File: src/rtl/wall_clock_multi.sv
// wall_clock_multi: parametrised BCD stopwatch / countdown timer.
// Digit 0 is 1/100 s. Odd digits from 3 upward count modulo 6, all
// other digits count modulo 10. The design supports count-up and
// count-down, preset load, lap hold, a one-cycle terminal-count pulse,
// and a separator that blinks while the count is stopped.
// There are no valid/ready handshakes. load and lap are one-cycle
// strobes that act on the clock edge where they are sampled high.
module wall_clock_multi #(
  parameter int NDIG        = 4,
  parameter int TICK_DIV    = 500000,
  parameter int BLINK_TICKS = 50
) (
  input  logic                clk,
  input  logic                reset,
  input  logic                stop,
  input  logic                mode,
  input  logic                load,
  input  logic [4*NDIG-1:0]   load_value,
  input  logic                lap,
  output logic [4*NDIG-1:0]   Time_out,
  output logic [NDIG-1:0]     s_point,
  output logic                done,
  output logic                lap_active
);

  localparam int W  = 4 * NDIG;
  localparam int PW = (TICK_DIV > 1) ? $clog2(TICK_DIV) : 1;
  localparam int BW = (BLINK_TICKS > 1) ? $clog2(BLINK_TICKS) : 1;

  // Largest legal value of digit i.
  function automatic logic [3:0] radix_max(input int i);
    return ((i % 2 == 1) && (i >= 3)) ? 4'd5 : 4'd9;
  endfunction

  // Separator positions: every even digit from 2 upward.
  function automatic logic [NDIG-1:0] sep_mask();
    logic [NDIG-1:0] m;
    m = '0;
    for (int i = 2; i < NDIG; i += 2) m[i] = 1'b1;
    return m;
  endfunction

  // All digits at their maximum (the wrap point when counting up).
  function automatic logic [W-1:0] max_value();
    logic [W-1:0] v;
    v = '0;
    for (int i = 0; i < NDIG; i++) v[4*i +: 4] = radix_max(i);
    return v;
  endfunction

  localparam logic [NDIG-1:0] MASK = sep_mask();
  localparam logic [W-1:0]    MAXV = max_value();

  // Ripple increment. A digit at its maximum wraps to 0 and carries.
  function automatic logic [W-1:0] bcd_inc(input logic [W-1:0] v);
    logic [W-1:0] r;
    logic         carry;
    r     = v;
    carry = 1'b1;
    for (int i = 0; i < NDIG; i++) begin
      if (carry) begin
        if (v[4*i +: 4] == radix_max(i)) begin
          r[4*i +: 4] = 4'd0;
        end else begin
          r[4*i +: 4] = v[4*i +: 4] + 4'd1;
          carry       = 1'b0;
        end
      end
    end
    return r;
  endfunction

  // Ripple decrement. The caller never passes an all-zero value.
  function automatic logic [W-1:0] bcd_dec(input logic [W-1:0] v);
    logic [W-1:0] r;
    logic         borrow;
    r      = v;
    borrow = 1'b1;
    for (int i = 0; i < NDIG; i++) begin
      if (borrow) begin
        if (v[4*i +: 4] == 4'd0) begin
          r[4*i +: 4] = radix_max(i);
        end else begin
          r[4*i +: 4] = v[4*i +: 4] - 4'd1;
          borrow      = 1'b0;
        end
      end
    end
    return r;
  endfunction

  // Out-of-range preset digits saturate at the digit's maximum.
  function automatic logic [W-1:0] clamp(input logic [W-1:0] v);
    logic [W-1:0] r;
    r = v;
    for (int i = 0; i < NDIG; i++)
      if (v[4*i +: 4] > radix_max(i)) r[4*i +: 4] = radix_max(i);
    return r;
  endfunction

  logic [PW-1:0] presc;
  logic          tick;
  logic [W-1:0]  count;
  logic [W-1:0]  lap_reg;
  logic [BW-1:0] blink_cnt;
  logic          blink_on;

  assign tick = (presc == PW'(TICK_DIV - 1));

  // The prescaler free-runs regardless of stop. A load restarts it.
  always_ff @(posedge clk) begin
    if (reset || load) presc <= '0;
    else if (tick)     presc <= '0;
    else               presc <= presc + PW'(1);
  end

  // Main count. Load wins over tick. done is a registered one-cycle pulse.
  always_ff @(posedge clk) begin
    if (reset) begin
      count <= '0;
      done  <= 1'b0;
    end else begin
      done <= 1'b0;
      if (load) begin
        count <= clamp(load_value);
      end else if (tick && !stop) begin
        if (!mode) begin
          count <= bcd_inc(count);
          if (count == MAXV) done <= 1'b1;
        end else if (count != '0) begin
          count <= bcd_dec(count);
          if (count == W'(1)) done <= 1'b1;
        end
      end
    end
  end

  // Lap toggle. Capturing takes the pre-update count, even when a load
  // arrives on the same edge.
  always_ff @(posedge clk) begin
    if (reset) begin
      lap_reg    <= '0;
      lap_active <= 1'b0;
    end else if (lap) begin
      if (!lap_active) begin
        lap_reg    <= count;
        lap_active <= 1'b1;
      end else begin
        lap_active <= 1'b0;
      end
    end
  end

  // Blink phase. The phase is held "on" while the count runs, so each
  // stop starts with the separator lit.
  always_ff @(posedge clk) begin
    if (reset || !stop) begin
      blink_cnt <= '0;
      blink_on  <= 1'b1;
    end else if (tick) begin
      if (blink_cnt == BW'(BLINK_TICKS - 1)) begin
        blink_cnt <= '0;
        blink_on  <= ~blink_on;
      end else begin
        blink_cnt <= blink_cnt + BW'(1);
      end
    end
  end

  assign Time_out = lap_active ? lap_reg : count;
  assign s_point  = (!stop || blink_on) ? MASK : '0;

endmodule

File: config.mk
export PLATFORM = sky130hd
export DESIGN_NAME = wall_clock_multi
export DESIGN_NICKNAME = d
export VERILOG_FILES = /design/src/rtl/wall_clock_multi.sv
export SDC_FILE = /design/constraint.sdc
export NUM_CORES = 1
export LEC_CHECK = 0
export CAP_MARGIN = 20
export CELL_PAD_IN_SITES_DETAIL_PLACEMENT = 1
export CELL_PAD_IN_SITES_GLOBAL_PLACEMENT = 1
export CORE_ASPECT_RATIO = 1.25
export CORE_UTILIZATION = 42
export CTS_CLUSTER_DIAMETER = 200
export DETAILED_ROUTE_END_ITERATION = 10
export GPL_ROUTABILITY_DRIVEN = 0
export PLACE_DENSITY_LB_ADDON = 0.1
export SYNTH_ARGS = -nofsm -noshare
export SYNTH_HDL_FRONTEND = slang
export SYNTH_SLANG_ARGS = --single-unit
File: constraint.sdc
create_clock -name clk -period 2.83 [get_ports clk]
set_input_delay 0.566 -clock clk [delete_from_list [all_inputs] [get_ports clk]]
set_output_delay 0.566 -clock clk [all_outputs]
set_load 0.01 [all_outputs]
# Yosys cells after proc, flatten, opt, wreduce, memory -nomap -nowiden
# Index checks and enable logic that the tools add are counted.
[word_totals]
reg_bits = 60
inputBits = 22
output_inout_bits = 22
[classes]
n_addsub = 10
n_lt_le_gt_ge = 4
eq_ne = 12
muxes = 67
bitwise = 2
reduce_logical = 21
[ops]
columns = ["operator", "count"]
rows = [
  ["$mux 16", 5],
  ["$mux 4", 18],
  ["$mux 1", 42],
  ["$add 19x1->19 const B", 1],
  ["$eq 19x19->1 const B", 1],
  ["$add 4x1->4 const B", 4],
  ["$eq 16x1->1 const B", 1],
  ["$eq 16x15->1 const B", 1],
  ["$logic_not 4->1", 4],
  ["$reduce_bool 16->1", 1],
  ["$sub 4x1->4 const B", 4],
  ["$eq 4x4->1 const B", 3],
  ["$gt 4x4->1 const B", 3],
  ["$ne 3x1->1 const B", 4],
  ["$reduce_and 4->1", 3],
  ["$reduce_bool 3->1", 3],
  ["$add 6x1->6 const B", 1],
  ["$eq 6x6->1 const B", 1],
  ["$mux 6", 1],
  ["$eq 4x3->1 const B", 1],
  ["$gt 4x3->1 const B", 1],
  ["$reduce_and 2->1", 2],
  ["$logic_or 1x1->1", 3],
  ["$mux 3", 1],
  ["6 further kinds", 7],
]

# Depth between registers and ports, before layout
# Gate-level depths: netlist of run 1.
[depth]
depth_word = 24
mapped_depth = 8
depth_no_buf = 6

# Worst setup path after synthesis of run 1
# No wires, ideal clock.
[synth_path]
path_type = "input to register"
startpoint = "input port mode"
endpoint = "register count[10]"
t_arrival_ns = 2.090
path_slack_ns = 0.617
cell_stages = 5
n_path_buf = 0
cell_sequence = "or4b_4 nor4_4 a211oi_2 a21oi_4 mux2_1"
[synth_via]
elab_chain_len = 3
elab_cells_between_ends = 7
cone_classes = "eq/ne: 2; mux: 3; reduce/logical: 2"
[synth_lines]
columns = ["item", "line", "source"]
rows = [
  ["start, declared", "16", "input logic mode,"],
  ["$mux 16", "127", "if (!mode) begin"],
  ["$mux 16", "126", "end else if (tick && !stop) begin"],
  ["$mux 16", "124", "if (load) begin"],
  ["end signal, assigned", "125", "count <= clamp(load_value);"],
  ["end signal, assigned", "128", "count <= bcd_inc(count);"],
  ["end signal, assigned", "131", "count <= bcd_dec(count);"],
  ["end, declared", "103", "logic [W-1:0] count;"],
]
# Parallel ways exist; a longest one is shown, timed or not. The select of a mux whose other input is x is not followed.
# A chain may end at the register's enable or synchronous reset.

# Worst setup path in the final report of run 1
[layout_path]
startpoint = "register count[0]"
endpoint = "output port Time_out[0]"
[layout_via]
elab_chain_len = 1
[layout_lines]
columns = ["item", "line", "source"]
rows = [
  ["$mux 16", "--", ""],
  ["end, declared", "20", "output logic [4*NDIG-1:0] Time_out,"],
]
# No other way between the ends.

==> qor.txt, run 1 <==
status: complete, no violations
setup TNS: 0 ns
# Max-Cap Violations: 0
min Tclk post-route: 2.527 ns
Routed Antenna Nets: 0
Wirelength per Cell: 16.29 um
Seq cells post-synth: 60
Post-CTS Setup Bufs: 0
Die H: 107.6 um
Die X: 86.46 um
Avg Cell Area, Syn: 7.753 um^2
end of the worst register-to-register path: count[10]$_SDFFE_PP0P_
Post-synth EDFFs: 0
Leak Pwr: 1.517 nW
Crit. End Element: output pin
global route overflow: 0
Async SR Flop Fraction: 0
FP Rows: 38
ANT cells: 0
distinct cell type count after synthesis: 64
register area: 1201 um^2
initial antenna violation count: 0
relative slew slack: 0.5659
htree depth: 3
largest cells by area after synthesis: dfxtp_1 32%, nand2_1 5.2%, a21oi_1 4.8%, nor2_1 4.7%, mux2_2 3.6%
Syn Std Cell Area: 3745 um^2
path category of the worst min-delay check: flip-flop to flip-flop
vias in the first global route: 3592
Hold Path Sink: lap_reg[4]$_SDFFE_PP0P_
Area Overhead vs Synth: 18.58%
Final Max Tran Viols: 0
initial drt markers: 163
via count: 3583
clock sinks: 60
prevailing post-synth register cell: dfxtp_1
reg-to-reg slack, setup: 0.47 ns
max reg flops: 19
clock slew at reported path FFs: 0.07 ns
VDD IR-drop max: 0.0002400 V
Synth top cells by count: 60 x dfxtp_1, 52 x nand2_1, 47 x nor2_1
post-synth top area share: 0.3207
Total GRT Usage: 0.2406
top-count cell post-synth: dfxtp_1
Min-Delay Path Depth: 2
Core ar.: 8653 um^2
crit path max fanout: 14
Vias/cell: 5.607
worst reg-to-reg path cell count: 6
Synth area leader: dfxtp_1
Worst Tran Pin Value: 0.6347 ns
drt total wl: 10410 um
tightest hold margin: 0.4531 ns
first-pass GRT wire length: 17440 um
drt pass-1 iters: 4
Resized cells post-CTS: 0
Seq/Total Area, Yosys: 0.3207
CP Data Required Time: 2.26 ns
Synth warnings: 0
final worst-path cycle share: 0.8929
worst flop-to-flop path startpoint: presc[0]$_SDFF_PP0_
Post-Synthesis Cells: 483
worst skew pair latency: 0.34 ns
largest net degree at the start of global routing: 41
Clock Path Buffers: 2
Filler cells: 1103
Multi-input gate area: 2330 um^2
die area: 9300 um^2
NumNets Final: 541
# IOs: 44
endpoints failing hold: 0
Hold Path Origin: lap_reg[4]$_SDFFE_PP0P_
PD cells: 434.9 nW/um^2
Setup Skew: 0.005710 ns
Setup violations, final: 0
CP Launch Type: flip-flop
FMAX: 395.7 MHz
root buf cell: clkbuf_8
Hold-fix buffers, CTS: 0
initial core utilization: 0.4328
Worst Path Arrival: 1.96 ns
hpwl dp: 7645 um
share of layout cells above drive strength 1: 0.1272
DRC errors left: 0
CTS tree: done
RSZ-0062 raised after global routing: false
Buffers on Ports: 40
Num CTS Buffers: 9
WS Path Type: flip-flop to output pin
==> cell usage in the layout, fill, tap and decap left out, types with 12 or more instances in the layout <==
master | Yosys | routed
dfxtp_1 | 60 | 60
a21oi_1 | 36 | 36
mux2_2 | 12 | 12
buf_4 | 3 | 19
nand3_1 | 22 | 22
nor2_1 | 47 | 47
o21ai_0 | 16 | 16
nand2_1 | 52 | 52
xor2_1 | 13 | 13
clkdlybuf4s50_1 | 0 | 40
xnor2_1 | 15 | 15
inv_1 | 16 | 16
nor3_1 | 14 | 14
nand2b_1 | 14 | 14
==> how the worst max path moves through the flow <==
| stage | cells after the start | to | slack, ns | startpoint |
|---|---|---|---|---|
| 6_report | 3 | Time_out[0] | 0.30 | count[0]$_SDFFE_PP0P_ |
| 5_1_grt | 3 | Time_out[0] | 0.20 | count[0]$_SDFFE_PP0P_ |
| 4_1_cts | 3 | Time_out[0] | 0.30 | count[0]$_SDFFE_PP0P_ |
| 3_5_place_dp | 6 | count[10]$_SDFFE_PP0P_ | 0.005 | mode |
| 3_3_place_gp | 6 | count[9]$_SDFFE_PP0P_ | 0.05 | mode |
| 2_1_floorplan | 5 | count[10]$_SDFFE_PP0P_ | 0.62 | mode |
==> cell type report <==
class | count | area share
Clock inverter | 3 | 0.003381
Tap cell | 120 | 0.03381
Inverter | 16 | 0.01352
Timing Repair Buffer | 59 | 0.1223
Clock buffer | 11 | 0.03184
Sequential cell | 60 | 0.2705
Multi-Input combinational cell | 370 | 0.5247
==> worst max-delay path, cell delays in order (launching register included) <==
cell and delay (ns):
dfxtp_1 0.64, inv_1 0.20, o21ai_0 0.22, clkdlybuf4s50_1 0.57
==> per-layer routing <==
| layer | vias up | wire length, um | global-route usage |
|---|---|---|---|
| li1 | 1764 | - | - |
| met5 | - | 0 | 0 |
| met2 | 58 | 5330 | 0.4297 |
| met1 | 1738 | 4527 | 0.2806 |
| met4 | 0 | 286 | 0.1131 |
| met3 | 23 | 267 | 0.03298 |
==> report_power, final <==
group          internal, mW  switching, mW
logic                 0.171          0.191
clock network         0.327          0.330
registers             0.871         0.0414
total                  1.37          0.562
==> cell families after synthesis <==
kind of cell / Yosys count / share of synthesized area
AND/OR/NAND/NOR: 220 / 0.3157
AO/OA/AOI/OAI: 96 / 0.1697
flip-flops: 60 / 0.3207
buffers and inverters: 55 / 0.05914
XOR/XNOR: 28 / 0.06549
multiplexers: 20 / 0.05814
adder cells (fa/ha/maj): 3 / 0.01002
other: 1 / 0.001001
==> through the flow <==
stage / utilization / std cells / setup slack (ns) / total power, mW / instance area (um^2)
3_3_place_gp: 0.4951 / 625 / 0.04832 / 1.282 / 4284
6_report: 0.5132 / 639 / 0.3030 / 1.931 / 4441
5_1_grt: 0.5132 / 639 / 0.1967 / 2.029 / 4441
2_1_floorplan: - / 485 / 0.6166 / 1.151 / 3752
3_5_place_dp: 0.4951 / 625 / 0.005111 / 1.294 / 4284
4_1_cts: 0.5132 / 639 / 0.2999 / 1.958 / 4441
No activity file was read; power rests on OpenSTA's default activity.
==> run 2, diff against run 1 <==
--- a/config.mk
+++ b/config.mk
@@ -9,7 +9,7 @@
 export CELL_PAD_IN_SITES_DETAIL_PLACEMENT = 1
 export CELL_PAD_IN_SITES_GLOBAL_PLACEMENT = 1
 export CORE_ASPECT_RATIO = 1.25
-export CORE_UTILIZATION = 42
+export CORE_UTILIZATION = 32
 export CTS_CLUSTER_DIAMETER = 200
 export DETAILED_ROUTE_END_ITERATION = 10
 export GPL_ROUTABILITY_DRIVEN = 0
==> run 2 against run 1 <==
Clock power is 99% higher. Power is 34% higher. Register-to-register slack lost 0.10 ns. Clock skew hardly changed. Final area rose by 5.7%. First-iteration DRC count fell by 26%. Highest routed layer unchanged.
==> qor.txt, run 2 (synthesized netlist as in run 1, its figures left out) <==
Hold-fix buffers, CTS: 0 (unchanged)
Final Max Tran Viols: 0 (unchanged)
Num CTS Buffers: 9 (unchanged)
Die X: 98.76 um (+14%)
CP Launch Type: flip-flop
Post-Layout Cell Count: 661 (+3.4%)
met1 wire length: 5101 um (+13%)
highest metal used: met4
vias in the first global route: 3535 (-1.6%)
NumNets Final: 546 (+0.92%)
drt total wl: 11080 um (+6.4%)
hpwl dp: 7978 um (+4.4%)
FMAX: 406.2 MHz (+2.7%)
first-pass GRT wire length: 18100 um (+3.8%)
routed wl met2: 5609 um (+5.2%)
register share of total power: 0.348 (-0.124)
worst skew pair latency: 0.33 ns (about the same)
CP Data Required Time: 3.04 ns (+0.78 ns)
Setup Skew: 0.005802 ns (+0.00009239 ns)
Filler cells: 1358 (+23%)
endpoints failing hold: 0 (unchanged)
placed cells: 645 (+3.2%)
# Max-Cap Violations: 0 (unchanged)
initial core utilization: 0.3330 (-0.09973)
relative slew slack: 0.5118 (-0.05412)
area post-placement: 4340 um^2 (+1.3%)
clock sinks: 60 (unchanged)
Worst Path Arrival: 2.67 ns (+0.71 ns)
status: complete, no violations
path category of the worst min-delay check: flip-flop to flip-flop
initial drt markers: 121 (-26%)
most frequent cells in the layout: 60 x dfxtp_1, 52 x nand2_1, 47 x nor2_1, 40 x clkdlybuf4s50_1, 36 x a21oi_1
share of layout cells above drive strength 1: 0.1388 (+0.01162)
max reg flops: 19 (unchanged)
Resized cells post-CTS: 0 (unchanged)
met3 WL: 229 um (-14%)
Die H: 122.9 um (+14%)
Post-CTS Setup Bufs: 0 (unchanged)
root buf cell: clkbuf_16
RSZ-0062 raised after global routing: false
Buffers on Ports: 40 (unchanged)
# IOs: 44 (unchanged)
min Tclk post-route: 2.462 ns (-0.06534 ns)
CP cell instances: ha_1 > nand4bb_1 > or3_1 > a211oi_2 > a21oi_4 > mux2_1
Worst Tran Pin Value: 0.7309 ns (+0.09625 ns)
setup TNS: 0 ns (unchanged)
Core ar.: 11240 um^2 (+30%)
P_sw: 0.6363 mW (+13%)
commonest non-fill, non-tap cell in the layout: dfxtp_1
CP max-delay cell: a211oi_2
global route overflow: 0 (unchanged)
switch share: 0.2455 (-0.04557)
Internal: 1.956 mW (+43%)
via count: 3583 (unchanged)
fin area: 4692 um^2 (+5.7%)
Comb pwr share: 0.148 (-0.039)
clock slew at reported path FFs: 0.05 ns (-0.02 ns)
Routed Antenna Nets: 0 (unchanged)
total power: 2.592 mW (+34%)
Setup violations, final: 0 (unchanged)
final worst-path cycle share: 0.8698 (-0.02309)
ANT cells: 0 (unchanged)
initial antenna violation count: 0 (unchanged)
VDD IR-drop max: 0.0002326 V (-3.1%)
Multi-input gate area: 2330 um^2 (unchanged)
die area: 12140 um^2 (+31%)
register area: 1201 um^2 (unchanged)
Wirelength per Cell: 16.76 um (+2.9%)
delay of the slowest cell on the worst path: 0.62 ns (-0.02 ns)
tightest hold margin: 0.4509 ns (-0.002242 ns)
Area Overhead vs Synth: 25.29%
Total GRT Usage: 0.1909 (-0.04972)
Leak Pwr: 1.630 nW (+7.5%)
family with the most delay on the worst path: compound AO/OA/AOI/OAI gates
htree depth: 3 (unchanged)
largest net degree at the start of global routing: 41 (unchanged)
critical path buffer and inverter count: 0 (-2)
drt pass-1 iters: 4 (unchanged)
PD cells: 552.4 nW/um^2 (+27%)
Crit. End Element: flip-flop
DRC errors left: 0 (unchanged)
clock share of power: 0.505 (+0.165)
Clock Path Buffers: 2 (unchanged)
FP Rows: 43 (+13%)
CTS tree: done
WS Path Type: flip-flop to flip-flop
Vias/cell: 5.421 (-3.3%)
crit path max fanout: 7 (-7)
[run 2: final timing paths]
| check | startpoint | endpoint | slack [ns] | cells after the start |
|---|---|---|---|---|
| setup / recovery | presc[0]$_SDFF_PP0_ | count[9]$_SDFFE_PP0P_ | 0.37 | 6 |
| hold / removal | lap_reg[8]$_SDFFE_PP0P_ | lap_reg[8]$_SDFFE_PP0P_ | 0.45 | 2 |
| setup reg to reg | presc[0]$_SDFF_PP0_ | count[9]$_SDFFE_PP0P_ | 0.37 | 6 |
| hold reg to reg | lap_reg[8]$_SDFFE_PP0P_ | lap_reg[8]$_SDFFE_PP0P_ | 0.45 | 2 |
[run 2: tightest hold or removal path, stage by stage, from the launching register on]
cell and delay [ns]:
dfxtp_1 0.30, nand2_1 0.05, a21oi_1 0.05
[run 2: layer usage]
| metal | GRT usage | vias to the layer above |
|---|---|---|
| met5 | 0 | - |
| met4 | 0.06063 | 0 |
| met3 | 0.02996 | 11 |
| met2 | 0.3444 | 45 |
| met1 | 0.2323 | 1751 |
| li1 | - | 1776 |
[run 2: stage by stage]
stage	util	setup slack, ns
6_report	0.4173	0.3684
3_5_place_dp	0.3860	0.04272
2_1_floorplan	-	0.6166
3_3_place_gp	0.3860	0.08058
4_1_cts	0.4173	0.3465
5_1_grt	0.4173	0.2537
[run 2: area by class of cell]
class	instances	area share
multi-input combinational	370	0.4965
sequential	60	0.2560
timing repair buffer	64	0.1237
clock buffer	12	0.05467
tap	135	0.03600
clock inverter	4	0.02027
inverter	16	0.01280
[run 2: power by group through the flow]
stage	logic [mW]	registers [mW]	clock network (mW)
final	0.383	0.901	1.31
after global routing	0.422	0.904	1.37
after CTS	0.387	0.900	1.33
after detailed placement	0.385	0.918	0
after global placement	0.378	0.917	0
after floorplan	0.245	0.906	0
==> run 3, diff against run 2 <==
--- a/config.mk
+++ b/config.mk
@@ -10,7 +10,6 @@
 export CELL_PAD_IN_SITES_GLOBAL_PLACEMENT = 1
 export CORE_ASPECT_RATIO = 1.25
 export CORE_UTILIZATION = 32
-export CTS_CLUSTER_DIAMETER = 200
 export DETAILED_ROUTE_END_ITERATION = 10
 export GPL_ROUTABILITY_DRIVEN = 0
 export PLACE_DENSITY_LB_ADDON = 0.1
==> results of run 3 <==
No change in the layout: final DEF, timing and power equal those of run 2.
